## config.mk

```make
export PLATFORM = sky130hd
export DESIGN_NAME = alarma_multi_flat
export DESIGN_NICKNAME = d
export VERILOG_FILES = /design/src/rtl/alarma_pkg.sv /design/src/rtl/alarma_if.sv /design/src/rtl/alarma_chan.sv /design/src/rtl/alarma_multi.sv /design/src/flat_wrapper.sv
export SDC_FILE = /design/constraint.sdc
export NUM_CORES = 1
export LEC_CHECK = 0
export ABC_AREA = 1
export CORE_UTILIZATION = 30
export CTS_CLUSTER_SIZE = 24
export DETAILED_ROUTE_END_ITERATION = 10
export GPL_TIMING_DRIVEN = 0
export SYNTH_ARGS = -nofsm -noshare
export SYNTH_HDL_FRONTEND = slang
export SYNTH_SLANG_ARGS = --single-unit
```

## constraint.sdc

```tcl
create_clock -name clock -period 5.5 [get_ports clock]
set_input_delay 1.375 -clock clock [delete_from_list [all_inputs] [get_ports clock]]
set_output_delay 1.375 -clock clock [all_outputs]
set_load 0.02 [all_outputs]
```

## src/rtl/alarma_pkg.sv

```systemverilog
// Shared types and time arithmetic for the multi-channel alarm.
// Latency: combinational helpers only.
// Backpressure: none; pure definitions.
package alarma_pkg;

    typedef enum logic [1:0] {
        IDLE,
        ARMED,
        RINGING,
        SNOOZED
    } alarm_state_e;

    localparam logic [6:0] MIN_PER_HOUR = 7'd60;
    localparam logic [4:0] HOUR_PER_DAY = 5'd24;

    typedef struct packed {
        logic [4:0] ore;
        logic [5:0] minute;
    } alarm_time_t;

    // Add m minutes (0..59) to a valid time of day; minutes carry into
    // the hour and the hour wraps at midnight.
    function automatic alarm_time_t time_add(input alarm_time_t t, input logic [5:0] m);
        alarm_time_t r;
        logic [6:0]  msum;
        r    = t;
        msum = {1'b0, t.minute} + {1'b0, m};
        if (msum >= MIN_PER_HOUR) begin
            msum  = msum - MIN_PER_HOUR;
            r.ore = (t.ore == HOUR_PER_DAY - 5'd1) ? 5'd0 : t.ore + 5'd1;
        end
        r.minute = msum[5:0];
        return r;
    endfunction

    function automatic logic time_valid(input alarm_time_t t);
        return ({1'b0, t.minute} < MIN_PER_HOUR) && (t.ore < HOUR_PER_DAY);
    endfunction

endpackage

```

## src/rtl/alarma_if.sv

```systemverilog
// Control/status bundle between the time source, user controls and the alarm.
// Latency: wires only.
// Backpressure: none; all signals are levels or 1-cycle pulses.
interface alarma_if #(
    parameter int N_ALARM = 4,
    parameter int ID_W    = (N_ALARM > 1) ? $clog2(N_ALARM) : 1
);
    logic [5:0]         minute_counter;
    logic [4:0]         ore_counter;
    logic               tick_min;
    logic               load;
    logic [ID_W-1:0]    load_id;
    logic               load_en;
    logic [5:0]         minute_setare;
    logic [4:0]         ore_setare;
    logic               snooze;
    logic               stop;
    logic [N_ALARM-1:0] ring;
    logic               ring_any;
    logic [N_ALARM-1:0] armed;
    logic               load_err;

    modport master (
        output minute_counter, ore_counter, tick_min, load, load_id, load_en,
               minute_setare, ore_setare, snooze, stop,
        input  ring, ring_any, armed, load_err
    );

    modport slave (
        input  minute_counter, ore_counter, tick_min, load, load_id, load_en,
               minute_setare, ore_setare, snooze, stop,
        output ring, ring_any, armed, load_err
    );
endinterface

```

## src/rtl/alarma_chan.sv

```systemverilog
// One alarm channel: IDLE/ARMED/RINGING/SNOOZED FSM, set/target times, snooze count.
// Latency: ring/armed are registered, valid 1 clock after the causing edge.
// Backpressure: none. Optional auto-dismiss built only with ALARMA_RING_TIMEOUT_EN.
module alarma_chan import alarma_pkg::*; #(
    parameter int SNOOZE_MIN   = 10,
    parameter int MAX_SNOOZE   = 3
`ifdef ALARMA_RING_TIMEOUT_EN
    ,
    parameter int RING_TMO_MIN = 5
`endif
) (
    input  logic        clock,
    input  logic        reset,
    input  logic        tick_min,
    input  alarm_time_t now_t,
    input  logic        load_hit,
    input  logic        load_en,
    input  alarm_time_t load_t,
    input  logic        snooze,
    input  logic        stop,
    output logic        ring,
    output logic        armed
);
    localparam int         SC_W       = (MAX_SNOOZE > 0) ? $clog2(MAX_SNOOZE + 1) : 1;
    localparam logic [5:0] SNOOZE_INC = 6'(SNOOZE_MIN);

    alarm_state_e    state_q, state_d;
    alarm_time_t     set_q, set_d;
    alarm_time_t     target_q, target_d;
    logic [SC_W-1:0] snooze_cnt_q, snooze_cnt_d;
    logic            ring_q, ring_d;
    logic            armed_q, armed_d;
    logic            match;

`ifdef ALARMA_RING_TIMEOUT_EN
    localparam int    TMO_W = $clog2(RING_TMO_MIN + 1);
    logic [TMO_W-1:0] tmo_cnt_q, tmo_cnt_d;
    logic             tmo_hit;
`endif

    // Next state: load overrides everything, then stop, snooze, (timeout), match.
    always_comb begin
        state_d      = state_q;
        set_d        = set_q;
        target_d     = target_q;
        snooze_cnt_d = snooze_cnt_q;
        match        = tick_min && (now_t == target_q);
`ifdef ALARMA_RING_TIMEOUT_EN
        tmo_hit      = tick_min && ((int'(tmo_cnt_q) + 1) >= RING_TMO_MIN);
`endif
        if (load_hit) begin
            if (load_en) begin
                state_d  = ARMED;
                set_d    = load_t;
                target_d = load_t;
            end else begin
                state_d  = IDLE;
            end
        end else begin
            case (state_q)
                IDLE: ;
                ARMED: begin
                    if (match) begin
                        state_d      = RINGING;
                        snooze_cnt_d = '0;
                    end
                end
                RINGING: begin
                    if (stop) begin
                        state_d  = ARMED;
                        target_d = set_q;
                    end else if (snooze && (int'(snooze_cnt_q) < MAX_SNOOZE)) begin
                        state_d      = SNOOZED;
                        target_d     = time_add(target_q, SNOOZE_INC);
                        snooze_cnt_d = snooze_cnt_q + SC_W'(1);
                    end
`ifdef ALARMA_RING_TIMEOUT_EN
                    else if (tmo_hit) begin
                        state_d  = ARMED;
                        target_d = set_q;
                    end
`endif
                end
                SNOOZED: begin
                    if (stop) begin
                        state_d  = ARMED;
                        target_d = set_q;
                    end else if (match) begin
                        state_d  = RINGING;
                    end
                end
                default: state_d = IDLE;
            endcase
        end
`ifdef ALARMA_RING_TIMEOUT_EN
        // Count minutes spent ringing; cleared whenever the channel is not ringing.
        if (state_d != RINGING) begin
            tmo_cnt_d = '0;
        end else if (state_q == RINGING && tick_min) begin
            tmo_cnt_d = tmo_cnt_q + TMO_W'(1);
        end else begin
            tmo_cnt_d = tmo_cnt_q;
        end
`endif
        ring_d  = (state_d == RINGING);
        armed_d = (state_d != IDLE);
    end

    // State and output registers; reset drops ring/armed asynchronously.
    always_ff @(posedge clock or posedge reset) begin
        if (reset) begin
            state_q      <= IDLE;
            set_q        <= '0;
            target_q     <= '0;
            snooze_cnt_q <= '0;
            ring_q       <= 1'b0;
            armed_q      <= 1'b0;
`ifdef ALARMA_RING_TIMEOUT_EN
            tmo_cnt_q    <= '0;
`endif
        end else begin
            state_q      <= state_d;
            set_q        <= set_d;
            target_q     <= target_d;
            snooze_cnt_q <= snooze_cnt_d;
            ring_q       <= ring_d;
            armed_q      <= armed_d;
`ifdef ALARMA_RING_TIMEOUT_EN
            tmo_cnt_q    <= tmo_cnt_d;
`endif
        end
    end

    assign ring  = ring_q;
    assign armed = armed_q;

endmodule

```

## src/rtl/alarma_multi.sv

```systemverilog
// N-channel daily alarm with shared snooze/stop; load decode and error pulse live here.
// Latency: ring/armed/load_err registered, 1 clock after the causing edge.
// Backpressure: none. ALARMA_RING_TIMEOUT_EN adds per-channel ring auto-dismiss.
module alarma_multi import alarma_pkg::*; #(
    parameter int N_ALARM      = 4,
    parameter int SNOOZE_MIN   = 10,
    parameter int MAX_SNOOZE   = 3,
`ifdef ALARMA_RING_TIMEOUT_EN
    parameter int RING_TMO_MIN = 5,
`endif
    parameter int ID_W         = (N_ALARM > 1) ? $clog2(N_ALARM) : 1
) (
    input  logic     clock,
    input  logic     reset,
    alarma_if.slave  bus
);
    alarm_time_t        now_t;
    alarm_time_t        load_t;
    logic               id_ok;
    logic               time_ok;
    logic [N_ALARM-1:0] load_hit;
    logic [N_ALARM-1:0] ring_w;
    logic [N_ALARM-1:0] armed_w;
    logic               load_err_d, load_err_q;

    assign now_t  = '{ore: bus.ore_counter, minute: bus.minute_counter};
    assign load_t = '{ore: bus.ore_setare, minute: bus.minute_setare};

    // Decode a load: only an in-range id with a valid time reaches a channel.
    always_comb begin
        id_ok      = int'(bus.load_id) < N_ALARM;
        time_ok    = time_valid(load_t);
        load_err_d = bus.load && !(id_ok && time_ok);
        for (int i = 0; i < N_ALARM; i++) begin
            load_hit[i] = bus.load && id_ok && time_ok && (int'(bus.load_id) == i);
        end
    end

    // Rejected-load pulse register.
    always_ff @(posedge clock or posedge reset) begin
        if (reset) begin
            load_err_q <= 1'b0;
        end else begin
            load_err_q <= load_err_d;
        end
    end

    for (genvar g = 0; g < N_ALARM; g++) begin : g_chan
        alarma_chan #(
            .SNOOZE_MIN   (SNOOZE_MIN),
            .MAX_SNOOZE   (MAX_SNOOZE)
`ifdef ALARMA_RING_TIMEOUT_EN
            ,
            .RING_TMO_MIN (RING_TMO_MIN)
`endif
        ) u_chan (
            .clock    (clock),
            .reset    (reset),
            .tick_min (bus.tick_min),
            .now_t    (now_t),
            .load_hit (load_hit[g]),
            .load_en  (bus.load_en),
            .load_t   (load_t),
            .snooze   (bus.snooze),
            .stop     (bus.stop),
            .ring     (ring_w[g]),
            .armed    (armed_w[g])
        );
    end

    assign bus.ring     = ring_w;
    assign bus.ring_any = |ring_w;
    assign bus.armed    = armed_w;
    assign bus.load_err = load_err_q;

endmodule

```

## src/flat_wrapper.sv

```systemverilog
// flat-port wrapper written by rule: the top's interface ports become plain ports
module alarma_multi_flat import alarma_pkg::*;
#(
    parameter int N_ALARM      = 4,
    parameter int SNOOZE_MIN   = 10,
    parameter int MAX_SNOOZE   = 3,

    parameter int ID_W         = (N_ALARM > 1) ? $clog2(N_ALARM) : 1
)
  (clock, reset, bus_minute_counter, bus_ore_counter, bus_tick_min, bus_load, bus_load_id, bus_load_en, bus_minute_setare, bus_ore_setare, bus_snooze, bus_stop, bus_ring, bus_ring_any, bus_armed, bus_load_err);
  alarma_if #(.N_ALARM(N_ALARM), .ID_W(ID_W)) bus_i ();
  input  logic clock;
  input  logic reset;
  input wire logic [$bits(bus_i.minute_counter)-1:0] bus_minute_counter;
  input wire logic [$bits(bus_i.ore_counter)-1:0] bus_ore_counter;
  input wire logic [$bits(bus_i.tick_min)-1:0] bus_tick_min;
  input wire logic [$bits(bus_i.load)-1:0] bus_load;
  input wire logic [$bits(bus_i.load_id)-1:0] bus_load_id;
  input wire logic [$bits(bus_i.load_en)-1:0] bus_load_en;
  input wire logic [$bits(bus_i.minute_setare)-1:0] bus_minute_setare;
  input wire logic [$bits(bus_i.ore_setare)-1:0] bus_ore_setare;
  input wire logic [$bits(bus_i.snooze)-1:0] bus_snooze;
  input wire logic [$bits(bus_i.stop)-1:0] bus_stop;
  output wire logic [$bits(bus_i.ring)-1:0] bus_ring;
  output wire logic [$bits(bus_i.ring_any)-1:0] bus_ring_any;
  output wire logic [$bits(bus_i.armed)-1:0] bus_armed;
  output wire logic [$bits(bus_i.load_err)-1:0] bus_load_err;
  assign bus_i.minute_counter = bus_minute_counter;
  assign bus_i.ore_counter = bus_ore_counter;
  assign bus_i.tick_min = bus_tick_min;
  assign bus_i.load = bus_load;
  assign bus_i.load_id = bus_load_id;
  assign bus_i.load_en = bus_load_en;
  assign bus_i.minute_setare = bus_minute_setare;
  assign bus_i.ore_setare = bus_ore_setare;
  assign bus_i.snooze = bus_snooze;
  assign bus_i.stop = bus_stop;
  assign bus_ring = bus_i.ring;
  assign bus_ring_any = bus_i.ring_any;
  assign bus_armed = bus_i.armed;
  assign bus_load_err = bus_i.load_err;
  alarma_multi #(.N_ALARM(N_ALARM), .SNOOZE_MIN(SNOOZE_MIN), .MAX_SNOOZE(MAX_SNOOZE), .ID_W(ID_W)) u_core (.clock(clock), .reset(reset), .bus(bus_i));
endmodule
```

==> summary.md <==
| Metric | Value |
|---|---|
| Result of the run | finished clean |
| Wire length of the first global-routing pass | 39600 microns |
| Setup TNS | 0 ns |
| Worst Hold Depth | 1 |
| Kind of end point of the critical path | flop |
| Vias in the first global route | 7216 |
| Area growth from synthesis to layout | 17.5% |
| DRC violations left | 0 |
| Worst R2R Path Depth | 14 |
| Half-perimeter wire length after detailed placement | 18100 microns |
| Quantity of gates resized following cts | 0 |
| Worst min-delay path endpoint | u_core.g_chan[0].u_chan.snooze_cnt_q[0]$_DFFE_PP0P_ |
| Maximum fanout along the worst path | 10 |
| Inserted Diodes | 0 |
| H-tree levels | 4 |
| Max Transition Viols Final | 0 |
| Final worst path period share | 61.4% |
| Synthesized Nets | 1241 |
| Capture instance of the worst register-to-register path | u_core.g_chan[2].u_chan.target_q[7]$_DFFE_PP0P_ |
| Cell chosen for the clock root | sky130_fd_sc_hd__clkbuf_16 |
| Number of standard-cell rows in the floorplan | 59 |
| Remaining Overflow, GRT | 0 |
| Maximum clock path buffer count | 2 |
| Chip Width | 165 microns |
| Max-cap viol count | 0 |
| Largest net degree at the start of global routing | 66 |
| Latest clock arrival within the worst-skew pair | 0.43 ns |
| Detailed Route WL | 25000 microns |
| Count of input and output buffers | 37 |
| Hold-fix buffers at CTS | 0 |
| Achievable Freq | 296 MHz |
| Finished Cell Area | 0.00931 sq mm |
| Fraction of layout instances using a drive strength above 1 | 9.46% |
| Synth cell types | 40 |
| Number of antenna violations at the first check in global routing | 0 |
| Time the final worst path needs with I/O delays and setup | 3.37 ns |
| Final setup fails | 0 |
| Die Height | 165 microns |
| Effective utilization at floorplan | 30.5% |
| Post-synthesis register bit count | 113 |
| Netlist area before placement | 0.00793 sq mm |
| Count of yosys warnings during synthesis | 0 |
| Reg-to-Reg Start | u_core.g_chan[2].u_chan.target_q[2]$_DFFE_PP0P_ |
| Static Leakage | 4.77 nW |
| Maximum clock skew at final layout | 0.00647 ns |
| Leading cell type in the layout, fill and taps excluded | sky130_fd_sc_hd__nand2_1 |
| Mean Syn Cell Area | 6.73 sq um |
| Final worst setup slack | 2.13 ns |
| # clock sinks | 113 |
| Hold Crit Start | u_core.g_chan[0].u_chan.snooze_cnt_q[0]$_DFFE_PP0P_ |
| Die area | 0.0271 sq mm |
| Cell count after synthesis | 1178 |
| Routed vias | 7765 |
| First-pass iteration count of the detailed router | 5 |
| VDD IR max | 0.000233 V |
| Gr usage total | 19.5% |
| Routability Congestion | 0.902 |
| Worst slew pin tran | 0.574 ns |
| CTS buffer count | 17 |
| Core box area | 0.0260 sq mm |
| Area after detailed placement | 0.00875 sq mm |
| Type of the worst min-delay path | flop to flop |
| Ports | 41 |
| Post-synthesis sequential area ratio | 35.7% |
| Final hold viol count | 0 |
| Detailed router's first-iteration violation count | 700 |
| Startpoint types | input pin |
| Post-CTS setup-driven buffer insertion count | 0 |
| RSZ-0062 raised after global routing | no |
| Nets | 1298 |
| Routed length per placed instance | 15.8 microns |
| CTS tree | done |
| Worst setup slack for register-to-register paths | 3.37 ns |
| Fill count | 2765 |
| CP Launch Point | bus_minute_setare[4] |
| Required arrival time at the worst endpoint | 5.81 ns |
| Top library cells by usage in the layout, fill and taps aside | sky130_fd_sc_hd__nand2_1 (431), sky130_fd_sc_hd__inv_1 (126), sky130_fd_sc_hd__dfrtp_1 (113) |
| Pwr dens | 415 mW/mm^2 |
| Vias per Instance | 4.91 |
| Arrival time at the worst endpoint | 3.69 ns |
| Clock-pin slew reported for the worst setup and hold paths after clock tree synthesis | 0.06 ns |
| Slew headroom | 61.6% |
| Place WS | 1.67 ns |
| Remaining antenna violation count | 0 |
| Worst Setup Path Type | input pin to flop |
worst max-delay path, cell delays in order:
cell and delay [ns]:
sky130_fd_sc_hd__clkdlybuf4s50_1 0.79, sky130_fd_sc_hd__nand4_1 0.22, sky130_fd_sc_hd__o21a_4 0.22, sky130_fd_sc_hd__nand3_4 0.16, sky130_fd_sc_hd__clkbuf_1 0.41, sky130_fd_sc_hd__nand3_1 0.21
sky130_fd_sc_hd__a21oi_1 0.29
layout make-up:
| cell class | instances | area (sq um) | area share (%) |
|---|---|---|---|
| Clock buffer | 25 | 485 | 5.21 |
| Sequential cell | 113 | 2830 | 30.4 |
| Buffer | 34 | 195 | 2.10 |
| Inverter | 144 | 551 | 5.91 |
| Clock inverter | 6 | 80.1 | 0.860 |
| Multi-Input combinational cell | 887 | 4360 | 46.8 |
| Timing Repair Buffer | 38 | 398 | 4.27 |
| Tap cell | 335 | 419 | 4.50 |
cell usage after synthesis, drive strengths merged:
cell | number | area (sq um)
nor3 | 6 | 41.3
nand3b | 2 | 18.8
ha | 32 | 400
a31oi | 5 | 31.3
clkinv | 2 | 7.51
o21bai | 4 | 30.0
o221ai | 1 | 8.76
o21ai | 127 | 636
nand4 | 12 | 81.3
or2 | 3 | 18.8
xnor2 | 7 | 61.3
nand3 | 99 | 578
o31ai | 2 | 15.0
inv | 142 | 538
o21a | 1 | 15.0
dfrtp | 113 | 2830
buf | 27 | 169
xor2 | 4 | 35.0
nor2 | 90 | 389
a21oi | 32 | 160
nand2 | 453 | 1780
or4 | 1 | 7.51
o211ai | 6 | 45.0
clkbuf | 7 | 26.3
sequential cells by signal (all words and copies together), names as in the netlist:
register	flops
u_core.bus.load_err	1
u_core.g_chan.u_chan.ring	4
u_core.g_chan.u_chan.state_q	8
u_core.g_chan.u_chan.armed	4
u_core.g_chan.u_chan.set_q	44
u_core.g_chan.u_chan.target_q	44
u_core.g_chan.u_chan.snooze_cnt_q	8
per-layer routing:
layer	wire length (microns)	vias up	global-route usage (%)	share of wire, %
li1	-	3868	-	-
met1	11400	3564	27.0	45
met2	10900	283	29.5	43
met3	1820	50	3.29	7.3
met4	952	0	9.01	3.8
met5	0	-	0	0
where the power goes:
group	total (mW)	switching [mW]	internal, mW
clock	1.08	0.386	0.696
combinational	1.48	0.901	0.578
sequential	1.31	0.250	1.06
total	3.87	1.54	2.33
how the worst max path moves through the flow:
| stage | to | slack [ns] | cells after the start |
|---|---|---|---|
| 3_3_place_gp | u_core.g_chan[1].u_chan.ring$_DFF_PP0_ | -0.82 | 2 |
| 6_report | u_core.g_chan[1].u_chan.ring$_DFF_PP0_ | 2.13 | 7 |
| 2_1_floorplan | u_core.bus.load_err$_DFF_PP0_ | 1.14 | 1 |
| 5_1_grt | u_core.g_chan[1].u_chan.ring$_DFF_PP0_ | 2.03 | 7 |
| 3_5_place_dp | u_core.g_chan[1].u_chan.ring$_DFF_PP0_ | 1.67 | 7 |
| 4_1_cts | u_core.g_chan[1].u_chan.ring$_DFF_PP0_ | 2.11 | 7 |
stage by stage:
stage | power (mW) | hold slack [ns] | std cells | util [%]
2_1_floorplan | 2.38 | 0.448 | 1178 | -
3_3_place_gp | 2.75 | 0.466 | 1550 | 33.5
3_5_place_dp | 2.78 | 0.475 | 1551 | 33.7
4_1_cts | 3.87 | 0.485 | 1582 | 35.8
5_1_grt | 4.20 | 0.494 | 1582 | 35.8
6_report | 3.87 | 0.481 | 1582 | 35.8
kinds of logic (layout without fill, tap and decap cells):
| logic type | count (synthesis) | in the layout | share of synthesized area [%] |
|---|---|---|---|
| xor gates and xnor gates | 11 | 11 | 1.22 |
| adders and majority gates | 32 | 32 | 5.05 |
| buffers and inverters | 178 | 247 | 9.35 |
| AOI/OAI and AO/OA | 178 | 178 | 11.9 |
| DFF | 113 | 113 | 35.7 |
| and+or+nand+nor | 666 | 666 | 36.8 |
Power figures use the tool's default switching activity.
